==> src/rtl/row_buf_wr_sequencer.sv <==
// Write sequencer that streams accepted pixel words into NUM_DEST row buffers
// of ROW_LEN words each, through an external 1-to-NUM_DEST demux.
module row_buf_wr_sequencer #(
    parameter int DATA_W   = 16,
    parameter int NUM_DEST = 29,
    parameter int ROW_LEN  = 29
) (
    input  logic              clk,
    input  logic              reset_n,
    input  logic              start,
    input  logic              abort,
    input  logic              in_valid,
    input  logic [DATA_W-1:0] in_data,
    output logic              in_ready,
    output logic              wr_en,
    output logic [4:0]        wr_sel,
    output logic [4:0]        wr_addr,
    output logic [DATA_W-1:0] wr_data,
    output logic              busy,
    output logic              frame_done
);

    typedef enum logic [1:0] {
        IDLE = 2'd0,
        RUN  = 2'd1,
        DONE = 2'd2
    } state_t;

    localparam logic [4:0] COL_LAST  = 5'(ROW_LEN - 1);
    localparam logic [4:0] DEST_LAST = 5'(NUM_DEST - 1);

    state_t     state;
    logic [4:0] col_cnt;
    logic [4:0] dest_cnt;
    logic       accept;

    // in_ready is a registered copy of (state == RUN), so this is the accept.
    assign accept = in_valid & in_ready;

    // Frame FSM, position counters and all registered outputs.
    always_ff @(posedge clk or negedge reset_n) begin
        if (!reset_n) begin
            state      <= IDLE;
            col_cnt    <= 5'd0;
            dest_cnt   <= 5'd0;
            in_ready   <= 1'b0;
            wr_en      <= 1'b0;
            wr_sel     <= 5'd0;
            wr_addr    <= 5'd0;
            wr_data    <= '0;
            busy       <= 1'b0;
            frame_done <= 1'b0;
        end else begin
            wr_en      <= 1'b0;
            frame_done <= 1'b0;
            if (abort) begin
                state    <= IDLE;
                col_cnt  <= 5'd0;
                dest_cnt <= 5'd0;
                in_ready <= 1'b0;
                busy     <= 1'b0;
            end else begin
                case (state)
                    IDLE: begin
                        if (start) begin
                            state    <= RUN;
                            col_cnt  <= 5'd0;
                            dest_cnt <= 5'd0;
                            in_ready <= 1'b1;
                            busy     <= 1'b1;
                        end else begin
                            in_ready <= 1'b0;
                            busy     <= 1'b0;
                        end
                    end
                    RUN: begin
                        if (accept) begin
                            wr_en   <= 1'b1;
                            wr_sel  <= dest_cnt;
                            wr_addr <= col_cnt;
                            wr_data <= in_data;
                            if (col_cnt == COL_LAST) begin
                                col_cnt <= 5'd0;
                                if (dest_cnt == DEST_LAST) begin
                                    // Last word: DONE coincides with its strobe.
                                    state      <= DONE;
                                    dest_cnt   <= 5'd0;
                                    in_ready   <= 1'b0;
                                    frame_done <= 1'b1;
                                end else begin
                                    dest_cnt <= dest_cnt + 5'd1;
                                end
                            end else begin
                                col_cnt <= col_cnt + 5'd1;
                            end
                        end else begin
                            in_ready <= 1'b1;
                        end
                    end
                    DONE: begin
                        state    <= IDLE;
                        in_ready <= 1'b0;
                        busy     <= 1'b0;
                    end
                    default: begin
                        state    <= IDLE;
                        col_cnt  <= 5'd0;
                        dest_cnt <= 5'd0;
                        in_ready <= 1'b0;
                        busy     <= 1'b0;
                    end
                endcase
            end
        end
    end

endmodule

==> config.mk <==
export PLATFORM = sky130hd
export DESIGN_NAME = row_buf_wr_sequencer
export DESIGN_NICKNAME = d
export VERILOG_FILES = /design/src/rtl/row_buf_wr_sequencer.sv
export SDC_FILE = /design/constraint.sdc
export NUM_CORES = 1
export LEC_CHECK = 0
export CORE_MARGIN = 4
export CORE_UTILIZATION = 48
export CTS_CLUSTER_DIAMETER = 150
export CTS_CLUSTER_SIZE = 40
export DETAILED_ROUTE_END_ITERATION = 12
export GPL_ROUTABILITY_DRIVEN = 0
export GPL_TIMING_DRIVEN = 0
export PLACE_DENSITY = 0.8
export SYNTH_ARGS = -nofsm -noshare
export SYNTH_HDL_FRONTEND = slang
export SYNTH_SLANG_ARGS = --single-unit
==> constraint.sdc <==
create_clock -name clk -period 2.36 [get_ports clk]
set_input_delay 0.472 -clock clk [delete_from_list [all_inputs] [get_ports clk]]
set_output_delay 0.472 -clock clk [all_outputs]
set_load 0.02 [all_outputs]
; ---- Yosys cells after proc, flatten, opt, wreduce, memory -nomap -nowiden
; Index checks and enable logic that the tools add are counted.
[totals]
reg_bits = 42
inputBits = 21
output_inout_bits = 30
word_cells = 64
[classes]
add_sub_neg = 2
n_eq_ne = 12
muxes = 32
bitwise_logic = 2
n_reduce_logical = 6
[op_table]
columns = cell, n
row1 = 5-bit two-way mux, 8
row2 = 5-bit case mux with 3 select lines, 2
row3 = 1-bit two-way mux, 14
row4 = "3-bit != test, second input constant", 4
row5 = "5-bit by 1-bit adder with 5-bit output, second input constant", 2
row6 = "5-bit equality test, second input constant", 2
row7 = 2-bit two-way mux, 5
row8 = "4-bit != test, second input constant", 2
row9 = 4-bit AND reduction, 2
row10 = 3-bit AND reduction, 2
row11 = "2-bit != test, second input constant", 2
row12 = 1-bit case mux with 2 select lines, 2
row13 = 2-bit case mux with 2 select lines, 1
row14 = "2-bit by 1-bit equality test with 1-bit output, second input constant", 1
row15 = "2-bit equality test, second input constant", 1
row16 = 2-bit zero test, 1
row17 = 2-bit AND reduction, 1
row18 = 1-bit bitwise AND, 1
row19 = 1-bit inverter, 1

; ---- Logic depth before layout (Yosys ltp)
; Gate-level depths: netlist of run 1.
[depth]
word_depth = 6
depth_mapped = 8
ltp_nobuf = 6

; ---- Worst setup path before layout of run 1
; No wires, ideal clock.
[synth_timing]
path_type = input port to flip-flop
from = input abort
to = register wr_sel[2]
arrival_time_ns = 1.546
t_required_ns = 2.233
setup_slack_ns = 0.687
path_stages = 6
n_path_buf = 3
path_cell_list = buf_6 > nor3b_4 > and2_4 > buf_6 > buf_6 > mux2_1
[synth_via]
elab_chain_len = 2
[synth_lines]
columns = element, line
row1 = "start, declared", 11  ; input logic abort,
row2 = 1-bit inverter (no source line), n/a
row3 = 3-bit AND reduction (no source line), n/a
row4 = "end signal, assigned", 79  ; wr_sel <= dest_cnt;
row5 = "end, declared", 16  ; output logic [4:0] wr_sel,
; No other way between the ends.
; A chain may end at the register's enable or synchronous reset.

; ---- Worst setup path after layout of run 1
[layout_timing]
from = register col_cnt[0]
to = register dest_cnt[3]
[layout_via]
elab_chain_len = 3
[layout_lines]
columns = element, line
row1 = "start, declared", 33  ; logic [4:0] col_cnt;
row2 = "start signal, assigned", 94  ; col_cnt <= col_cnt + 5'd1;
row3 = 5-bit equality test, 82  ; if (col_cnt == COL_LAST) begin
row4 = 3-bit != test (no source line), n/a
row5 = 4-bit AND reduction (no source line), n/a
row6 = "end signal, assigned", 91  ; dest_cnt <= dest_cnt + 5'd1;
row7 = "end, declared", 34  ; logic [4:0] dest_cnt;
; No other way between the ends.

==> flow_summary.json, run 1 <==
{
  "synth.distinct_cells": 36,
  "synth_area_leaders": "dfrtp_1 (55%), mux2_2 (12%), mux2_1 (4.1%), ha_1 (2.6%), mux2i_1 (2.6%)",
  "portBuffers": 49,
  "synth_top_flop_cell": "dfrtp_1",
  "drt_first_pass_iters": 4,
  "grt_pass1_wl_um": 6458,
  "yosysMostFrequentCell": "dfrtp_1",
  "htreeDepth": 2,
  "finalClockSkew_ns": 0.005114,
  "clk_pin_slew_ns": 0.08,
  "postCtsSetupRepairBufs": 0,
  "peakVddDrop_mv": 0.4414,
  "finalSetupTns_ns": 0,
  "grt_pass1_vias": 1463,
  "die_y_um": 70.99,
  "fill_cells": 295,
  "seq_area_frac_synth": 0.5519,
  "detailed_place_hpwl_um": 2818,
  "syn-num-nets": 172,
  "synth_top_area_share": 0.5519,
  "start_util": 0.5087,
  "r2r-start": "col_cnt[0]",
  "place_inst": 244,
  "post-route-drc-count": 0,
  "die_w_um": 70.99,
  "fin_nets": 228,
  "tightest_slew_ns": 0.8859,
  "hold-worst-slack_ns": 0.2931,
  "maxSlewViolCount": 0,
  "antenna_left": 0,
  "drt_iter0_drc": 75,
  "wirelength_um": 3775,
  "worst_setup_path_start_kind": "register",
  "hold_violations": 0,
  "clk_latency_ns": 0.29,
  "cts_sinks": 42,
  "fin_crit_sh": 0.7668,
  "core-area_um2": 3744,
  "cts_buffers": 5,
  "status": "finished clean",
  "antenna_found_initial": 0,
  "critPathRequiredTime_ns": 2.54,
  "die-area_um2": 5039,
  "yosysTopAreaCell": "dfrtp_1",
  "post-route-min-period_ns": 1.810,
  "cts_resized": 0,
  "cts_tree": "built",
  "drive_gt1_frac": 0.1912,
  "crit_start": "col_cnt[0]",
  "r2r_cells": 8,
  "rows": 22,
  "hold_buffers": 0,
  "synth_edf_count": 0,
  "avgSynthCellArea_um2": 12.95,
  "viasPerCell": 5.421,
  "rsz0062_at_grt": "false",
  "ys_ff_latch": 42,
  "leakage_uw": 0.001156,
  "r2r_end": "dest_cnt[3]",
  "p_per_area_nw_per_um2": 700.0,
  "endpoint_kind": "register",
  "gr-total-overflow": 0,
  "synth_cells": 147,
  "boundaryPins": 51,
  "drv_cap": 0,
  "crit_fanout": 9,
  "slew_headroom": 0.4094,
  "synth_warnings": 0,
  "track_usage": 0.1624,
  "hp-class": "in2async",
  "grt_max_degree": 43,
  "fin_cells": 252,
  "crit_arrival_ns": 1.99,
  "clock_path_buffers": 2,
  "area_growth_pct": 33.44,
  "synth-async-reset-ratio": 1.000,
  "num_vias": 1366,
  "syn-cell-area_um2": 1904,
  "fmax_ghz": 0.5526,
  "clockRootBuffer": "clkbuf_8",
  "critPathKind": "reg2reg",
  "setup_viol_count_final": 0,
  "synth_common_cells": "dfrtp_1 (42), mux2_2 (20), nand3_1 (8)",
  "wl_per_cell_um": 14.98,
  "antenna_cells": 0,
  "r2r_slack_ns": 0.55
}
how the worst max path moves through the flow:
stage | slack, ns | end | cells past startpoint
final | 0.55 | dest_cnt[3] | 8
after global routing | 0.42 | dest_cnt[3] | 8
after CTS | 0.55 | dest_cnt[3] | 8
after detailed placement | 0.28 | wr_data[2] | 6
after global placement | -0.17 | wr_data[3] | 1
after floorplan | 0.69 | wr_sel[2] | 6
stage by stage:
| stage | power [µW] | setup WS [ns] | instance area, µm² | utilization |
|---|---|---|---|---|
| 2_1_floorplan | 1084 | 0.6869 | 1904 | - |
| 3_3_place_gp | 1314 | -0.1672 | 2455 | 0.6557 |
| 3_5_place_dp | 1327 | 0.2755 | 2450 | 0.6544 |
| 4_1_cts | 1802 | 0.5518 | 2541 | 0.6788 |
| 5_1_grt | 1872 | 0.4241 | 2541 | 0.6788 |
| 6_report | 1779 | 0.5503 | 2541 | 0.6788 |
layout by cell type, fill, tap and decap left out, drive strengths merged:
master / count
nor3b: 5
nand2b: 2
and2: 2
clkbuf: 8
mux2: 27
o22ai: 1
a31oi: 1
dfrtp: 42
clkdlybuf4s50: 48
nor4b: 1
mux2i: 5
o31ai: 1
a211o: 1
nor2: 3
and3: 3
nor4: 1
a21o: 2
inv: 5
or3b: 1
nor2b: 1
nand2: 5
nand3: 8
a21oi: 1
o21ai: 2
clkinv: 1
and4: 2
o31a: 1
a22o: 2
ha: 4
or4: 1
buf: 9
a221o: 1
nor3: 7
layer usage:
metal / routed length [µm] / track usage
met4: 83 / 0.06054
met3: 404 / 0.09091
met2: 1784 / 0.2636
met5: 0 / 0
met1: 1502 / 0.1780
worst max-delay path, cell delays in order, from the launching register on:
cell      delay (ns)
dfrtp_1         0.44
inv_1           0.07
ha_1            0.19
and4_1          0.18
clkbuf_1        0.16
a211o_1         0.28
buf_4           0.17
mux2i_1         0.16
nand2_1         0.07
kinds of logic (layout without fill, tap and decap cells):
group | Yosys count | after routing | share of synthesized area
fa+ha+maj | 4 | 4 | 0.02628
flops | 42 | 42 | 0.5519
buf+inv | 14 | 71 | 0.05125
compound gates | 13 | 13 | 0.05060
simple gates | 42 | 42 | 0.1340
mux | 32 | 32 | 0.1859
cell type report:
type                            instances  area, µm²  area share
Inverter                                5      18.77    0.007386
Multi-Input combinational cell         91      755.7      0.2974
Buffer                                  9      78.83     0.03102
Tap cell                               48      60.06     0.02363
Sequential cell                        42       1051      0.4136
Clock inverter                          1      5.005    0.001969
Timing Repair Buffer                   49      485.5      0.1910
Clock buffer                            7      86.33     0.03397
state kept, by name, summed over array words and instances (netlist names):
signal / cells
wr_data: 16
col_cnt: 5
dest_cnt: 5
wr_addr: 5
wr_sel: 5
state: 2
busy: 1
frame_done: 1
in_ready: 1
wr_en: 1
power breakdown:
group          total (µW)  switching [µW]  internal [µW]  leakage (µW)
clock                 473             237            236     0.0000482
sequential            849            43.7            805      0.000554
combinational         457             212            246      0.000553
total                1780             492           1290       0.00116
No activity file was read; power rests on OpenSTA's default activity.
==> run 2: changes to the inputs <==
--- a/config.mk
+++ b/config.mk
@@ -6,13 +6,13 @@
 export NUM_CORES = 1
 export LEC_CHECK = 0
 export CORE_MARGIN = 4
-export CORE_UTILIZATION = 48
+export CORE_UTILIZATION = 43
 export CTS_CLUSTER_DIAMETER = 150
 export CTS_CLUSTER_SIZE = 40
 export DETAILED_ROUTE_END_ITERATION = 12
 export GPL_ROUTABILITY_DRIVEN = 0
 export GPL_TIMING_DRIVEN = 0
-export PLACE_DENSITY = 0.8
+export PLACE_DENSITY = 0.76
 export SYNTH_ARGS = -nofsm -noshare
 export SYNTH_HDL_FRONTEND = slang
 export SYNTH_SLANG_ARGS = --single-unit
==> constraint.sdc (replaced) <==
create_clock -name clk -period 1.6 [get_ports clk]
set_input_delay 0.32 -clock clk [delete_from_list [all_inputs] [get_ports clk]]
set_output_delay 0.32 -clock clk [all_outputs]
set_load 0.02 [all_outputs]
==> run 2 against run 1 <==
The run now ends with setup timing left. Count of clock-buffer cells in the layout down 1. Maximum frequency up 12%. Wire length is 19% higher. Hold slack lost 0.062 ns. Flip-flop and latch count unchanged. Via count up 4.4%. Combinational power increased by 63%. Die area rose by 10%. Global-route usage fell by 0.21 points. Setup slack got worse by 0.57 ns. Final area up 13%. Power rose by 52%.
==> flow_summary.json, run 2 (same netlist as run 1, synthesis figures left out) <==
{
  "violations": "setup timing",
  "core-area_um2": 4144,
  "rows": 23,
  "wl_per_cell_um": 16.82,
  "drv_cap": 0,
  "hold-worst-slack_ns": 0.2316,
  "power_switching_uw": 770.0,
  "layout_commonest_cell": "dfrtp_1",
  "antenna_cells": 0,
  "tightest_slew_ns": 0.3374,
  "wirelength_um": 4507,
  "die-area_um2": 5558,
  "num_vias": 1426,
  "crit_fanout": 9,
  "drt_iter0_drc": 48,
  "setup_ws_ns": -0.01621,
  "die_w_um": 74.55,
  "post-route-drc-count": 0,
  "clockRootBuffer": "clkbuf_8",
  "clk_latency_ns": 0.30,
  "endpoint_kind": "register",
  "fin_nets": 242,
  "fill_cells": 284,
  "multiInputGateArea_um2": 847.1,
  "rsz0062_at_grt": "true",
  "viasPerCell": 5.321,
  "top_register": "wr_data",
  "cp_slowest_cell": "dfrtp_1",
  "setup_viol_count_final": 2,
  "p_per_area_nw_per_um2": 944.8,
  "drt_first_pass_iters": 4,
  "antenna_left": 0,
  "gr-total-overflow": 0,
  "hold_violations": 0,
  "area_growth_pct": 50.66,
  "p_comb_frac": 0.274,
  "crit_arrival_ns": 1.81,
  "cts_sinks": 42,
  "cts_tree": "built",
  "critPathKind": "reg2reg",
  "status": "finished with violations",
  "leakage_uw": 0.001612,
  "antenna_found_initial": 0,
  "track_usage": 0.1604,
  "boundaryPins": 51,
  "die_y_um": 74.55,
  "r2r_slack_ns": -0.02,
  "path_cells": "buf_6 > buf_4 > a21o_4 > a211o_1 > buf_6 > mux2i_1 > nand2_1",
  "grt_pass1_wl_um": 6831,
  "htreeDepth": 2,
  "p_int_uw": 1940,
  "grt_pass1_vias": 1456,
  "clk_pin_slew_ns": 0.08,
  "hp-class": "in2reg",
  "maxSlewViolCount": 0,
  "start_util": 0.4595,
  "portBuffers": 49,
  "fin_crit_sh": 1.010,
  "p_seq_frac": 0.464,
  "switching_share": 0.2841,
  "fin_util": 0.6923,
  "cts_buffers": 5,
  "drive_gt1_frac": 0.3119,
  "peakVddDrop_mv": 0.8453,
  "clock_path_buffers": 2,
  "largest_reg_flops": 16,
  "pwr-share-clk": 0.261,
  "grt_max_degree": 43,
  "finalClockSkew_ns": 0.006926,
  "final_cell_mix": "dfrtp_1 (42), dlymetal6s2s_1 (21), clkdlybuf4s50_1 (20)",
  "seqCellArea_um2": 1051,
  "max_stage_delay_ns": 0.38,
  "cp_common_cell": "buf_6",
  "worst_setup_path_start_kind": "register",
  "slew_headroom": 0.7719,
  "post-route-min-period_ns": 1.616,
  "detailed_place_hpwl_um": 2854,
  "critPathRequiredTime_ns": 1.79,
  "fmax_ghz": 0.6187
}
run 2: per-layer routing:
layer,GRT usage,share of wire,routed length (µm)
met5,0,0,0
met4,0.04743,0.022,98
met3,0.06216,0.075,339
met2,0.2683,0.50,2237
met1,0.1919,0.41,1832
run 2: final cells by class:
cell class | count | area share
well taps | 50 | 0.02181
plain buffers | 8 | 0.03402
multi-input cells | 91 | 0.2952
inverters | 5 | 0.006542
repair buffers | 64 | 0.2429
clock buffers | 6 | 0.02878
clock inverters | 2 | 0.004361
flip-flops and latches | 42 | 0.3663
run 2: worst paths after layout:
check,start,end,depth (start not counted)
min in group asynchronous,reset_n,busy,3
hold / removal,abort,state[0],2
setup reg to reg,state[1],dest_cnt[3],7
max in group asynchronous,reset_n,wr_data[14],3
setup / recovery,state[1],dest_cnt[3],7
hold reg to reg,wr_addr[2],wr_addr[2],1
run 2: stage by stage:
stage	total power [µW]	instances	worst slack (ns)	setup TNS, ns	cell area (µm²)
CTS	2687	262	-0.02046	-0.1022	2671
detailed placement	1969	247	-0.3196	-7.854	2480
global placement	1940	246	-0.8147	-41.39	2465
global route	2838	268	-0.08717	-1.711	2869
finish	2711	268	-0.01621	-0.02017	2869
floorplan	1600	147	0.002319	0	1912
run 2: power by group through the flow:
stage,registers (µW),clock network (µW),logic [µW]
after floorplan,1420,0,179
after global placement,1270,0,672
after detailed placement,1280,0,690
after CTS,1260,731,696
after global routing,1280,774,788
final,1260,708,743
run 2: worst max-delay path: cells and delay by family, from the launching register on:
family | cells | cell delay (ns)
mux | 1 | 0.16
flops | 1 | 0.38
simple gates | 1 | 0.07
buf+inv | 3 | 0.43
compound gates | 2 | 0.47
run 2: repair_timing:
item | in CTS | in global routing
setup buffers | 7 | 4
cloned | 0 | 2
hold buffers | 1 | 0
gates resized for setup | 13 | 46
pin swaps | 2 | 3
hold endpoints to repair | 34 | 0
setup endpoints to repair | 40 | 57
